$ cat src/rtl/pool_pkg.sv
// pool_pkg: pixel width, controller states and the signed pairwise-max rule
// shared by the conv and pool blocks.
package pool_pkg;

   localparam int DATA_W = 21;

   typedef enum logic [1:0] {S_IDLE, S_RUN, S_DRAIN, S_DONE} state_t;

   typedef logic signed [DATA_W-1:0] pix_t;

   // Native signed compare of equal-width operands is exact; no subtraction, so no overflow.
   function automatic pix_t max2(input pix_t a, input pix_t b);
      return (a > b) ? a : b;
   endfunction

endpackage

$ cat src/rtl/pool_linebuf.sv
// pool_linebuf: half-width line buffer holding even-row horizontal pair maxima,
// synchronous write, asynchronous read, one shared column-pair index.
module pool_linebuf
   import pool_pkg::*;
#(
   parameter int DEPTH = 32,
   parameter int AW    = 5
)(
   input  logic          clk,
   input  logic          we,
   input  logic [AW-1:0] idx,
   input  pix_t          wr_data,
   output pix_t          rd_data
);

   pix_t mem [DEPTH];

   always_ff @(posedge clk)
      if (we) mem[idx] <= wr_data;

   assign rd_data = mem[idx];

endmodule

$ cat src/rtl/pool2x2_ctrl.sv
// pool2x2_ctrl: streaming 2x2/stride-2 signed max-pool over a raster-order
// feature map of runtime-configured size, one pooled value per window out.
module pool2x2_ctrl
   import pool_pkg::*;
#(
   parameter int MAX_W = 64,
   parameter int MAX_H = 64,
   localparam int WW = $clog2(MAX_W + 1),
   localparam int HW = $clog2(MAX_H + 1),
   localparam int CW = $clog2(MAX_W),
   localparam int RW = $clog2(MAX_H)
)(
   input  logic              clk,
   input  logic              rst_n,
   input  logic              start,
   input  logic [WW-1:0]     cfg_w,
   input  logic [HW-1:0]     cfg_h,
   input  logic              in_valid,
   output logic              in_ready,
   input  logic [DATA_W-1:0] in_data,
   output logic              out_valid,
   input  logic              out_ready,
   output logic [DATA_W-1:0] out_data,
   output logic              busy,
   output logic              done,
   output logic              cfg_err
);

   state_t        state;
   logic [WW-1:0] w_q;
   logic [HW-1:0] h_q;
   logic [CW-1:0] col;
   logic [RW-1:0] row;
   pix_t          hold, h_max, lb_rd;
   logic          fire_in, fire_out, last_col, last_row, cfg_ok;

   assign in_ready = (state == S_RUN) && (!out_valid || out_ready);
   assign fire_in  = in_valid && in_ready;
   assign fire_out = out_valid && out_ready;
   assign last_col = WW'(col) == w_q - WW'(1);
   assign last_row = HW'(row) == h_q - HW'(1);
   assign cfg_ok   = !cfg_w[0] && !cfg_h[0] && cfg_w != '0 && cfg_h != '0 &&
                     cfg_w <= WW'(MAX_W) && cfg_h <= HW'(MAX_H);
   assign h_max    = max2(hold, in_data);
   assign busy     = (state == S_RUN) || (state == S_DRAIN);
   assign done     = state == S_DONE;

   pool_linebuf #(.DEPTH(MAX_W / 2), .AW(CW - 1)) u_linebuf (
      .clk     (clk),
      .we      (fire_in && col[0] && !row[0]),
      .idx     (col[CW-1:1]),
      .wr_data (h_max),
      .rd_data (lb_rd)
   );

   // An output handshake and a fresh odd/odd load in the same cycle: the load wins.
   always_ff @(posedge clk or negedge rst_n) begin
      if (!rst_n) begin
         state     <= S_IDLE;
         w_q       <= '0;
         h_q       <= '0;
         col       <= '0;
         row       <= '0;
         hold      <= '0;
         out_valid <= 1'b0;
         out_data  <= '0;
         cfg_err   <= 1'b0;
      end else begin
         if (fire_out) out_valid <= 1'b0;
         case (state)
            S_IDLE: if (start) begin
               cfg_err <= !cfg_ok;
               if (cfg_ok) begin
                  state <= S_RUN;
                  w_q   <= cfg_w;
                  h_q   <= cfg_h;
                  col   <= '0;
                  row   <= '0;
               end
            end
            S_RUN: if (fire_in) begin
               if (!col[0]) hold <= in_data;
               else if (row[0]) begin
                  out_data  <= max2(h_max, lb_rd);
                  out_valid <= 1'b1;
               end
               col <= last_col ? '0 : col + 1'b1;
               row <= last_col ? row + 1'b1 : row;
               if (last_col && last_row) state <= S_DRAIN;
            end
            S_DRAIN: if (fire_out) state <= S_DONE;
            default: state <= S_IDLE;
         endcase
      end
   end

endmodule

$ cat config.mk
export PLATFORM = sky130hd
export DESIGN_NAME = pool2x2_ctrl
export DESIGN_NICKNAME = d
export VERILOG_FILES = /design/src/rtl/pool_pkg.sv /design/src/rtl/pool_linebuf.sv /design/src/rtl/pool2x2_ctrl.sv
export SDC_FILE = /design/constraint.sdc
export NUM_CORES = 1
export LEC_CHECK = 0
export CAP_MARGIN = 20
export CORE_UTILIZATION = 55
export CTS_BUF_LIST = sky130_fd_sc_hd__clkbuf_4 sky130_fd_sc_hd__clkbuf_8 sky130_fd_sc_hd__clkbuf_16
export DETAILED_ROUTE_END_ITERATION = 10
export PLACE_DENSITY = 0.82
export SYNTH_ARGS = -nofsm -noshare
export SYNTH_HDL_FRONTEND = slang
export SYNTH_SLANG_ARGS = --single-unit
$ cat constraint.sdc
create_clock -name clk -period 5.9 [get_ports clk]
set_input_delay 0.885 -clock clk [delete_from_list [all_inputs] [get_ports clk]]
set_output_delay 0.885 -clock clk [all_outputs]
set_load 0.02 [all_outputs]
Word-level counts from Yosys, hierarchy flattened
Memory sizes are Yosys's and may differ from the RTL's.
Cells that the tools add are included.
{"block": "word_totals", "input_bits": 40, "register_bits": 72, "n_memories": 1, "mem_bits_rw": 672, "output_inout_bits": 26}
{"name": "u_linebuf.mem", "words": 32, "word_bits": 21, "rd": 1, "rd_clocked_by_memory_dff": 0, "wr": 1, "line_no": "pool_linebuf.sv:16", "text": "pix_t mem [DEPTH];"}
{"block": "op_classes", "addsub": 4, "n_eq_ne": 11, "reduce_logical": 29, "bitwise": 1, "mux": 23, "order_cmp": 4}
{"cell": "> comparator 21 bit", "count": 2}
{"cell": "2-to-1 mux 21 bit", "count": 2}
{"cell": "2-to-1 mux 6 bit", "count": 6}
{"cell": "case mux 6 bit (2 select lines)", "count": 2}
{"cell": "== test 6 x 7 -> 1 bit", "count": 2}
{"cell": "<= comparator 7 bit (second input constant)", "count": 2}
{"cell": "nonzero test 7 bit", "count": 2}
{"cell": "subtractor 7 x 1 -> 7 bit (second input constant)", "count": 2}
{"cell": "adder 6 x 1 -> 6 bit (second input constant)", "count": 2}
{"cell": "logical AND 1 bit", "count": 11}
{"cell": "2-to-1 mux 2 bit", "count": 5}
{"cell": "inequality test 2 bit (second input constant)", "count": 5}
{"cell": "AND reduction 5 bit", "count": 2}
{"cell": "AND reduction 4 bit", "count": 2}
{"cell": "2-to-1 mux 1 bit", "count": 7}
{"cell": "case mux 2 bit (3 select lines)", "count": 1}
{"cell": "AND reduction 3 bit", "count": 2}
{"cell": "zero test 1 bit", "count": 5}
{"cell": "== test 2 bit (second input constant)", "count": 2}
{"cell": "== test 2 x 1 -> 1 bit (second input constant)", "count": 1}
{"cell": "zero test 2 bit", "count": 1}
{"cell": "logical OR 1 bit", "count": 2}
{"cell": "inequality test 2 x 1 -> 1 bit (second input constant)", "count": 1}
{"cell": "AND reduction 2 bit", "count": 1}
{"cell": "other kinds (2)", "count": 2}

Longest topological paths before layout
Gate-level depths: netlist of run 1.
{"block": "logic_depth", "depth_word": 9, "depth_mapped": 18, "depth_no_buf": 16}

Hierarchy
From an unflattened synthesis of run 1, not the netlist that was laid out.
{"block": "unflattened", "cells_unflattened": 1979, "area_unflattened_um2": 31026.0}
{"mod": "pool_linebuf", "area_each_um2": 25710.9, "cells_each": 1379, "n_inst": 1, "seq_area_each_um2": 20179.4}
{"mod": "pool2x2_ctrl", "area_each_um2": 5315.1, "cells_each": 600, "n_inst": 1, "seq_area_each_um2": 1801.7}

Worst setup path before layout of run 1
OpenSTA, ideal clock, no wires.
{"block": "synth_path", "path_kind": "input -> register", "start": "input in_data[16]", "end": "register out_data[2]", "path_buffers": 2, "path_stages": 18, "setup_ns": 0.066, "setup_slack_ns": 0.872, "arrival_time_ns": 4.961, "cell_sequence": "inv_1 > ha_1 > nand4_1 > or3_4 > a311o_1 > and4_1 > o22ai_4 > buf_6 > mux2_4 > ha_1 > and4_1 > and4_1 > inv_1 > o221ai_1 > mux2i_1 > nor2b_1 > clkbuf_1 > a221o_1"}
{"block": "synth_between", "elab_chain_len": 4}
{"item": "from (decl)", "line_no": "pool2x2_ctrl.sv:20", "text": "input logic [DATA_W-1:0] in_data,"}
{"item": "> comparator 21 bit", "line_no": "pool_pkg.sv:13", "text": "return (a > b) ? a : b;"}
{"item": "2-to-1 mux 21 bit", "line_no": "pool_pkg.sv:13"}
{"item": "named net h_max[20]", "line_no": "pool2x2_ctrl.sv:34", "text": "pix_t hold, h_max, lb_rd;"}
{"item": "> comparator 21 bit", "line_no": "pool_pkg.sv:13"}
{"item": "2-to-1 mux 21 bit", "line_no": "pool_pkg.sv:13"}
{"item": "to (signal assigned)", "line_no": "pool2x2_ctrl.sv:84", "text": "out_data <= max2(h_max, lb_rd);"}
{"item": "to (decl)", "line_no": "pool2x2_ctrl.sv:23", "text": "output logic [DATA_W-1:0] out_data,"}
The timed path passes the listed nets, and every way through them passes these cells.
A chain may end at the register's enable or synchronous reset.

Worst setup path in the final report of run 1
{"block": "layout_path", "start": "input in_data[14]", "end": "register out_data[12]"}
The elaborated chain is that of the path after synthesis.

==> results of run 1 <==
synth_stat cells, drive strengths merged (2+ instances only):
| library cell | count | area share (%) |
|---|---|---|
| a21oi | 55 | 0.91 |
| a221o | 27 | 0.89 |
| a22o | 5 | 0.14 |
| a22oi | 37 | 0.92 |
| a31oi | 2 | 0.091 |
| and2 | 2 | 0.041 |
| and3 | 8 | 0.17 |
| and4 | 21 | 0.61 |
| buf | 26 | 0.47 |
| clkbuf | 57 | 0.71 |
| dfrtp | 72 | 6.0 |
| edfxtp | 672 | 67 |
| ha | 50 | 2.1 |
| inv | 44 | 0.55 |
| mux2 | 34 | 1.5 |
| mux2i | 3 | 0.099 |
| mux4 | 168 | 13 |
| nand2 | 44 | 0.55 |
| nand2b | 9 | 0.19 |
| nand3 | 13 | 0.22 |
| nand3b | 4 | 0.099 |
| nand4 | 9 | 0.21 |
| nor2 | 58 | 0.72 |
| nor2b | 39 | 0.81 |
| nor3 | 29 | 0.48 |
| nor3b | 3 | 0.074 |
| o2111ai | 4 | 0.12 |
| o21ai | 39 | 0.66 |
| o21bai | 2 | 0.050 |
| o22ai | 6 | 0.17 |
| o31ai | 3 | 0.074 |
| o41ai | 2 | 0.058 |
| or2 | 3 | 0.062 |
| or3 | 3 | 0.079 |
| or3b | 2 | 0.058 |
| or4 | 2 | 0.050 |
| xnor2 | 12 | 0.35 |
| xor2 | 9 | 0.26 |
layout by cell type, fill, tap and decap left out, types with 7 or more instances in the layout:
cell type | Yosys | routed
nor2_2 | 0 | 32
a21oi_1 | 55 | 55
ha_1 | 50 | 50
nor3_1 | 29 | 28
nand3_1 | 13 | 12
clkbuf_4 | 0 | 9
mux2_2 | 14 | 14
bufinv_16 | 0 | 7
nand4_1 | 8 | 8
mux4_2 | 168 | 168
o21ai_0 | 38 | 38
clkinv_2 | 0 | 13
nand2b_1 | 9 | 9
xnor2_1 | 12 | 12
xor2_1 | 9 | 9
clkinv_1 | 0 | 8
buf_4 | 1 | 87
buf_12 | 0 | 7
nor2b_1 | 39 | 38
a22oi_1 | 37 | 37
clkdlybuf4s50_1 | 0 | 64
nand2_1 | 44 | 44
edfxtp_1 | 672 | 672
a221o_1 | 27 | 27
and3_1 | 8 | 8
inv_1 | 44 | 44
mux2_4 | 19 | 19
clkbuf_16 | 0 | 70
nor2_1 | 58 | 25
and4_1 | 21 | 21
dfrtp_1 | 72 | 70
stage by stage:
stage / instance area [µm²] / power, mW
after floorplan: 30200 / 11.0
after global placement: 32300 / 13.1
after detailed placement: 32300 / 13.3
after CTS: 34600 / 17.9
after global routing: 34600 / 18.5
final: 34600 / 17.9
worst max-delay path, delay by kind of cell:
family,cells,cell delay [ns]
and+or+nand+nor,4,1.63
AOI/OAI and AO/OA,7,1.59
buffers and inverters,3,0.76
adders and majority gates,2,0.67
muxes,2,0.53
cells by family after synthesis:
| group | count (synthesis) | share of synthesized area, % |
|---|---|---|
| flops | 744 | 72.7 |
| simple gates | 251 | 4.45 |
| mux | 205 | 14.1 |
| compound gates | 192 | 4.37 |
| buf+inv | 127 | 1.72 |
| fa+ha+maj | 50 | 2.07 |
| xor+xnor | 21 | 0.608 |
sequential cells by signal, indices dropped and copies added (netlist names):
signal / flops
w_q: 7
u_linebuf.mem: 672
h_q: 7
out_data: 21
state: 2
out_valid: 1
row: 6
hold: 21
col: 6
cfg_err: 1
power groups by stage:
stage	Combinational (mW)	Sequential (mW)	Clock, mW
floorplan	3.73	7.29	0
detailed placement	5.83	7.49	0
finish	5.98	7.40	4.57
global placement	5.58	7.47	0
global route	6.29	7.42	4.81
CTS	5.89	7.38	4.60
final timing paths:
check | depth (start not counted) | slack, ns | endpoint | from
worst max-delay path | 18 | 0.34 | out_data[12] | in_data[14]
worst min-delay path | 1 | 0.41 | w_q[4] | rst_n
worst max register to register | 14 | 0.69 | out_data[12] | col[1]
worst min register to register | 1 | 0.53 | out_data[10] | out_data[10]
max in group asynchronous | 1 | 4.70 | col[2] | rst_n
min in group clk | 1 | 0.53 | out_data[10] | out_data[10]
final cells by class:
cell class	count	area, µm²
flip-flops and latches	744	22000
fillers	3407	19400
multi-input cells	719	7860
clock buffers	85	1900
repair buffers	158	1430
well taps	696	871
clock inverters	41	422
inverters	44	165
layer usage:
| metal | track usage (%) | vias up |
|---|---|---|
| li1 | - | 6750 |
| met1 | 37.7 | 8692 |
| met2 | 45.2 | 1259 |
| met3 | 7.36 | 230 |
| met4 | 11.7 | 4 |
| met5 | 0 | - |
==> results.md, run 1 <==
* HP Class: in2async
* Global router's overall resource usage at 28.4%
* Die span in y at 237 µm
* Worst-margin pin slew at 1.18 ns
* Slowest CP cell: nor2b_2
* Outcome: finished, final reports clean
* Critical path's largest stage delay at 0.80 ns
* Max_cap viols at 0
* Critical path launch point type: input port
* Setup bufs post-CTS at 0
* Core area at ~0.054 mm²
* Ports at between 60 and 70
* Skew-Pair Late Insertion Delay at 0.62 ns
* Met1 wire length at 27,700 µm
* Final-stage net count at 1,827
* First-pass DRT Iterations at 5
* Root Buffer: clkbuf_16
* CP Data Arrival Time at 6.10 ns
* Number of port buffers at 65
* Slew Viols, Final at 0
* Worst path required time at 6.44 ns
* Fmax achieved at 180 MHz
* Internal power at 12.0 mW
* Die Area at 0.0559 mm²
* FF+latch count, synth at ~740
* Number of flops mapped to enable cells by yosys at 672
* Total number of vias at 16,935
* Largest net degree at the start of global routing at 73
* Most used cell, CP: ha_1
* Reg clk slew, reported paths at 0.06 ns
* First-pass GRT wire length at between 100,000 and 150,000 µm
* Hold Vio Cnt, Final at 0
* Setup CP Type: in2reg
* Die Wd at 237 µm
* Logic pwr share at 33.3%
* Met2 WL at 37,800 µm
* Cell chain of the critical path: clkdlybuf4s50_1, inv_1, ha_1, nand4_1, or3_4, a311o_1, and4_1, o22ai_4, buf_12, mux2_4, ha_1, a21oi_1, o21ai_0, a31oi_1, o221ai_1, mux2i_2, nor2b_2, a221o_1
* Vias in the first global route at 17,243
* Total leakage power at around 12 nW
* Async set or reset register ratio after synthesis at about a tenth
* DRT Wirelength at 78,300 µm
* Seq/Total Area, Yosys at between 70% and 80%
* Post-Syn Nets at around 1,700
* Max-Slew Margin vs Limit at 20.7%
* Cell Count Post-Placement at 2,361
* Final min period at 5.56 ns
* Gr ovfl total at 0
* Synth Instances at roughly 1,600
* Maximum VDD drop at 0.423 mV
* Seq pwr share at 41.2%
* CTS tree: built
* Clock Power Share at 25.5%
* CTS Sinks at approximately 740
* DRC Markers at 0
* Post-CTS sizing at 0
* Final Util at 64.1%
* CP Max Fanout at 21
* PD cells at a little over 500 mW/mm²
* Avg WL per Cell at 31.5 µm
* RSZ-0062 raised after global routing: false
* Htree depth at 3
* P&R area growth vs syn at 14.5%
* Switching part of the total power at 33.1%
* Synth unique cells at 60
* Pre-CTS setup slack at -0.0936 ns
* Sw Pwr at slightly below 6 mW
* Commonest register cell after synthesis: edfxtp_1
* Num rows at 85
* Antenna-violating nets left at 0
* Layout cells sized above 1 at roughly 26%
* Initial core utilization at between 50% and 60%
* Final worst slack at 0.345 ns
* Antenna diode count at 0
* Routability cong. at between 0.8 and 0.9
* Met3 WL post-DR at between 9000 and 10,000 µm
* Synth warn at 0
* DRT iter0 DRCs at 2,441
* Final setup vio count at 0
* Hold Buf Count CTS at 0
* Initial antenna violation count at 4
* Num CTS Buffers at 70
* Clock Path Buffers at 3
* Highest Signal Layer: met5
* Fin Setup TNS at 0 ns
* Mean post-synth cell area at 19.0 µm²
* Area of the mapped netlist at 0.0302 mm²
* Non-Filler Instances at 2,487
* Final HPWL DP at 47,500 µm
* Tcrit/Tclk final at a little over nine tenths
* CP endpoint kind: flop
* Via density at 6.81
* Final Skew at 0.0189 ns
* Worst hold margin at about 0.4 ns
Power figures use the tool's default switching activity.
==> inputs of run 2 (changes only) <==
- CORE_ASPECT_RATIO: default -> 0.5
==> run 2 against run 1 <==
Sequential power is essentially flat; combinational power grew 4.7%; setup slack gained 0.45 ns; critical path depth grew 1; die area grew 0.10%; sequential cell count is the same; sequential share of layout area grew 0.60 points; clock power shrank 8.5%; first-iteration DRC count grew 10%; utilization shrank 0.63 points.
==> results.md, run 2 (same netlist as run 1, synthesis figures left out) <==
* Max-Slew Margin vs Limit at 32.5% (+12 points)
* Setup bufs post-CTS at 0 (unchanged)
* Setup CP Type: in2reg
* P&R area growth vs syn at 13.5%
* Worst hold margin at 0.410 ns (+0.000587 ns)
* Fin Setup TNS at 0 ns (unchanged)
* Global router's overall resource usage at 28.8% (+0.37 points)
* Total leakage power at 11.4 nW (-1.5%)
* Commonest non-fill, non-tap cell in the layout: edfxtp_1
* Final Skew at 0.0464 ns (+0.0275 ns)
* Fill count at 3,404 (-0.088%)
* Slew Viols, Final at 0 (unchanged)
* Die span in y at 168 µm (-29%)
* Final HPWL DP at 46,800 µm (-1.4%)
* HP Class: in2async
* PD cells at 520 mW/mm² (+0.35%)
* Ports at 66 (unchanged)
* CP Max Fanout at 21 (unchanged)
* CTS Sinks at 744 (unchanged)
* Worst-margin pin slew at 1.01 ns (-0.172 ns)
* Antenna-violating nets left at 0 (unchanged)
* Tcrit/Tclk final at 86.5% (-7.7 points)
* DRC Markers at 0 (unchanged)
* Gr ovfl total at 0 (unchanged)
* Initial antenna violation count at 1 (-3)
* Total number of vias at 17,185 (+1.5%)
* Via density at 6.91 (+1.5%)
* First-pass DRT Iterations at 6 (+1)
* CTS tree: built
* Largest net degree at the start of global routing at 73 (unchanged)
* Max_cap viols at 0 (unchanged)
* RSZ-0062 raised after global routing: false
* Reg clk slew, reported paths at 0.07 ns (about the same)
* Skew-Pair Late Insertion Delay at 0.63 ns (about the same)
* Layout cells sized above 1 at 25.1% (-0.78 points)
* Number of port buffers at 65 (unchanged)
* Fmax achieved at 196 MHz (+8.9%)
* Biggest regs: u_linebuf.mem: 672 flops, hold: 21 flops, out_data: 21 flops
* DRT Wirelength at 80,200 µm (+2.4%)
* Htree depth at 2 (-1)
* Storage element area at 0.0220 mm² (unchanged)
* Hold Vio Cnt, Final at 0 (unchanged)
* Max reg flops at 672 (unchanged)
* Outcome: finished, final reports clean
* Core area at 0.0541 mm² (about the same)
* Routability cong. at 0.904 (+0.58%)
* Final setup vio count at 0 (unchanged)
* Multi-input combinational cell area at 0.00787 mm² (+0.16%)
* Critical path launch point type: input port
* Initial core utilization at 56.0% (about the same)
* Hold Buf Count CTS at 0 (unchanged)
* Die Wd at 334 µm (+41%)
* Largest Register: u_linebuf.mem
* Final min period at 5.10 ns (-0.453 ns)
* Die Area at 0.0560 mm² (+0.10%)
* Num CTS Buffers at 60 (-14%)
* Final-stage net count at 1,811 (-0.88%)
* Clock Path Buffers at 3 (unchanged)
* Most frequent cells in the layout: edfxtp_1, mux4_2, buf_4, dfrtp_1, clkdlybuf4s50_1
* Vias in the first global route at 16,940 (-1.8%)
* Post-CTS sizing at 0 (unchanged)
* CP Data Arrival Time at 5.61 ns (-0.49 ns)
* DRT iter0 DRCs at 2,686 (+10%)
* Num rows at 60 (-29%)
* Avg WL per Cell at 32.3 µm (+2.4%)
* First-pass GRT wire length at 116,000 µm (+1.6%)
* Maximum VDD drop at 0.473 mV (+12%)
* Root Buffer: clkbuf_16
* Worst path required time at 6.41 ns (-0.03 ns)
* CP endpoint kind: flop
* Power Total at 17.8 mW (-0.59%)
==> run 2: cell count changes in the layout (fill, tap and decap cells not counted), moves of 2 or more <==
| cell | previous run | this run |
|---|---|---|
| inv_6 | 5 | 0 |
| clkinv_1 | 8 | 6 |
| nor2_4 | 1 | 4 |
| clkbuf_16 | 70 | 60 |
| clkinv_2 | 13 | 17 |
| nor2_2 | 32 | 29 |
| buf_4 | 87 | 84 |
| clkinvlp_4 | 4 | 1 |
| clkbuf_8 | 6 | 2 |
| diode_2 | 0 | 3 |
| buf_12 | 7 | 4 |
| clkbuf_4 | 9 | 13 |
==> run 2: stage by stage <==
stage                     util (%)  instances  setup WS, ns  instance area (µm²)
after floorplan                  -       1590         0.872                30200
after global placement        59.7       2372         0.358                32300
after detailed placement      59.7       2372         0.231                32300
after CTS                     63.5       2484         0.833                34300
after global routing          63.5       2484         0.607                34300
final                         63.5       2487         0.797                34300
==> run 2: critical path, cell delays in order <==
cell,delay [ns]
clkdlybuf4s50_1,0.48
inv_1,0.06
ha_1,0.31
nand4_1,0.15
or3_4,0.44
a311o_1,0.33
and4_1,0.22
o22ai_4,0.12
buf_4,0.21
mux2_4,0.33
ha_1,0.36
and4_1,0.27
and4_1,0.20
inv_1,0.05
o221ai_1,0.24
mux2i_2,0.27
buf_4,0.29
nor3_1,0.10
a221o_1,0.31
==> run 2: layer usage <==
metal	track usage [%]	part of all wire (%)	up-vias
met5	0	0	-
met4	12.6	5.3	0
met3	8.62	14	285
met2	43.5	45	1559
met1	39.4	36	8615
li1	-	-	6726
==> run 2: area by class of cell <==
class | instances | area share [%]
clock buffers | 75 | 4.74
flip-flops and latches | 744 | 64.1
diodes | 3 | 0.0219
multi-input cells | 719 | 22.9
inverters | 44 | 0.481
clock inverters | 37 | 1.21
well taps | 713 | 2.60
repair buffers | 152 | 3.94
==> run 2: path summary, 6_finish.rpt <==
path / startpoint / end / slack [ns] / cells past startpoint
setup / recovery: in_data[12] / out_data[9] / 0.80 / 19
hold / removal: rst_n / h_q[5] / 0.41 / 1
setup reg to reg: col[1] / out_data[9] / 0.89 / 14
hold reg to reg: cfg_err / cfg_err / 0.49 / 2
max in group asynchronous: rst_n / col[1] / 4.74 / 1
min in group clk: cfg_err / cfg_err / 0.49 / 2
==> run 2: power by group <==
group	internal [mW]	total (mW)	switching, mW
clock network	2.28	4.18	1.90
registers	7.00	7.39	0.388
logic	2.33	6.26	3.93
==> inputs of run 3 (changes only) <==
- clock period: 5.9 -> 5.7 ns (I/O delays scaled with it)
==> run 3 against run 2 <==
Register-to-register slack lost 0.33 ns; die area did not move; via count is 0.60% higher; setup slack lost 0.31 ns; sequential share of layout area is 0.11 points lower; hold slack worse by 0.046 ns; cell count barely moved; critical path type unchanged; critical endpoint is now out_data[20]; highest routed layer is now met5.
==> results.md, run 3 (same netlist as run 1, synthesis figures left out) <==
* Commonest non-fill, non-tap cell in the layout: edfxtp_1
* Worst path required time at 6.19 ns (-0.22 ns)
* Final setup vio count at 0 (unchanged)
* Busiest grt layer: met2
* Setup bufs post-CTS at 0 (unchanged)
* Pre-CTS setup slack at -0.0170 ns (-0.248 ns)
* Critical path's largest stage delay at 0.51 ns (+0.03 ns)
* DRT Wirelength at 80,500 µm (+0.30%)
* Max-Slew Margin vs Limit at 32.0% (-0.44 points)
* Initial core utilization at 56.0% (unchanged)
* Gr ovfl total at 0 (unchanged)
* Cell chain of the critical path: clkdlybuf4s50_1, inv_1, ha_1, nand4_2, or3_4, a311o_1, and4_1, o22ai_4, buf_12, mux2_4, ha_1, and4_1, and4_1, inv_1, o221ai_1, mux2i_2, buf_12, nor3_1, a221o_1
* Antenna diode count at 0 (-3)
* Global router's overall resource usage at 28.9% (+0.086 points)
* Slew Viols, Final at 0 (unchanged)
* Hold Vio Cnt, Final at 0 (unchanged)
* Die Area at 0.0560 mm² (unchanged)
* Non-Filler Instances at 2,489 (+0.080%)
* CTS tree: built
* Layout cells sized above 1 at 25.3% (+0.21 points)
* P&R area growth vs syn at 13.7%
* DRT iter0 DRCs at 2,699 (+0.48%)
* Post-CTS sizing at 0 (unchanged)
* CP endpoint kind: flop
* Final Skew at 0.0294 ns (-0.0170 ns)
* Final min period at 5.21 ns
* Post-route cell area at 0.0344 mm² (+0.18%)
* Multi-input combinational cell area at 0.00785 mm² (-0.25%)
* Reg clk slew, reported paths at 0.07 ns (about the same)
* Total number of vias at 17,288 (+0.60%)
* Worst-margin pin slew at 1.02 ns (+0.00664 ns)
* PD cells at 539 mW/mm² (+3.7%)
* Num rows at 60 (unchanged)
* Final-stage net count at 1,816 (+0.28%)
* Max_cap viols at 0 (unchanged)
* Met1 Track Usage GR at 39.5% (+0.098 points)
* Root Buffer: clkbuf_16
* Most used cell, CP: and4_1
* First-pass DRT Iterations at 8 (+2)
* Core area at 0.0541 mm² (unchanged)
* Avg WL per Cell at 32.3 µm (+0.22%)
* Fill count at 3,340 (-1.9%)
* Largest Register: u_linebuf.mem
* Num CTS Buffers at 61 (+1.7%)
* Number of port buffers at 65 (unchanged)
* DRC Markers at 0 (unchanged)
* Storage element area at 0.0220 mm² (unchanged)
* Die span in y at 168 µm (unchanged)
* Hold Buf Count CTS at 0 (unchanged)
* Critical path launch point type: input port
* Met3 Usage GRT at 8.26% (-0.36 points)
* Initial antenna violation count at 4 (+3)
* Fmax achieved at 192 MHz
* Max reg flops at 672 (unchanged)
* Biggest regs: u_linebuf.mem: 672 flops, hold: 21 flops, out_data: 21 flops
* CP Max Fanout at 22 (+4.8%)
* Clock Path Buffers at 3 (unchanged)
* Skew-Pair Late Insertion Delay at 0.63 ns (about the same)
* Vias in the first global route at 16,969 (+0.17%)
* Outcome: finished, final reports clean
* Htree depth at 2 (unchanged)
* Via density at 6.95 (+0.52%)
* HP Class: in2async
* Die Wd at 334 µm (unchanged)
* RSZ-0062 raised after global routing: false
* Ports at 66 (unchanged)
* Final HPWL DP at 46,600 µm (-0.47%)
* CTS Sinks at 744 (unchanged)
* Final worst slack at 0.492 ns (-0.305 ns)
* Tcrit/Tclk final at between 90% and 100%
* Total leakage power at 11.5 nW (+0.37%)
* Area post-placement at 0.0323 mm² (+0.15%)
* Antenna-violating nets left at 0 (unchanged)
* CP Data Arrival Time at 5.70 ns (+0.09 ns)
* GR Util met2 at 44.3% (+0.82 points)
* Setup CP Type: in2reg
* Maximum VDD drop at 0.577 mV (+22%)
* Largest net degree at the start of global routing at 73 (unchanged)
* Cell Count Post-Placement at 2,376 (+0.17%)
* Most frequent cells in the layout: edfxtp_1, mux4_2, buf_4, dfrtp_1, clkdlybuf4s50_1
* Routability cong. at 0.860 (-4.9%)
* First-pass GRT wire length at 116,000 µm (+0.55%)
* Slowest CP cell: clkdlybuf4s50_1
[run 3: per-layer routing]
layer  wire [µm]  share of wire, %  up-vias
li1            -                 -     6741
met3       11600                14      294
met2       36400                45     1573
met5          25             0.031        -
met1       28400                35     8676
met4        4060               5.1        4
[run 3: cell type report]
cell class | instances | area share [%]
sequential | 744 | 64.0
multi-input combinational | 719 | 22.8
clock buffer | 79 | 4.87
timing repair buffer | 156 | 4.13
tap | 713 | 2.59
clock inverter | 34 | 1.13
inverter | 44 | 0.480
[run 3: path summary, 6_finish.rpt]
check | from | to | slack, ns | cells past startpoint
worst max-delay path | in_data[20] | out_data[20] | 0.49 | 19
worst min-delay path | rst_n | h_q[6] | 0.36 | 1
worst max register to register | col[1] | out_data[20] | 0.56 | 14
worst min register to register | out_data[11] | out_data[11] | 0.51 | 1
max in group asynchronous | rst_n | col[1] | 4.59 | 1
min in group clk | out_data[11] | out_data[11] | 0.51 | 1
[run 3: worst max-delay path: cells and delay by family]
family                     cells  cell delay, ns
and+or+nand+nor                6            1.29
buffers and inverters          5            1.06
AOI/OAI and AO/OA              4            1.06
adders and majority gates      2            0.71
muxes                          2            0.68
[run 3: through the flow]
step	hold WS (ns)	total power, mW	setup TNS [ns]	util (%)
after floorplan	0.471	11.4	0	-
after global placement	0.483	13.7	0	59.8
after detailed placement	0.500	13.9	-0.0530	59.8
after CTS	0.403	18.3	0	63.6
after global routing	0.441	19.0	0	63.6
final	0.364	18.5	0	63.6
[run 3: power by group]
| part | internal [mW] | total, mW | switching [mW] |
|---|---|---|---|
| Combinational | 2.46 | 6.52 | 4.07 |
| Sequential | 7.25 | 7.65 | 0.394 |
| Clock | 2.40 | 4.37 | 1.97 |
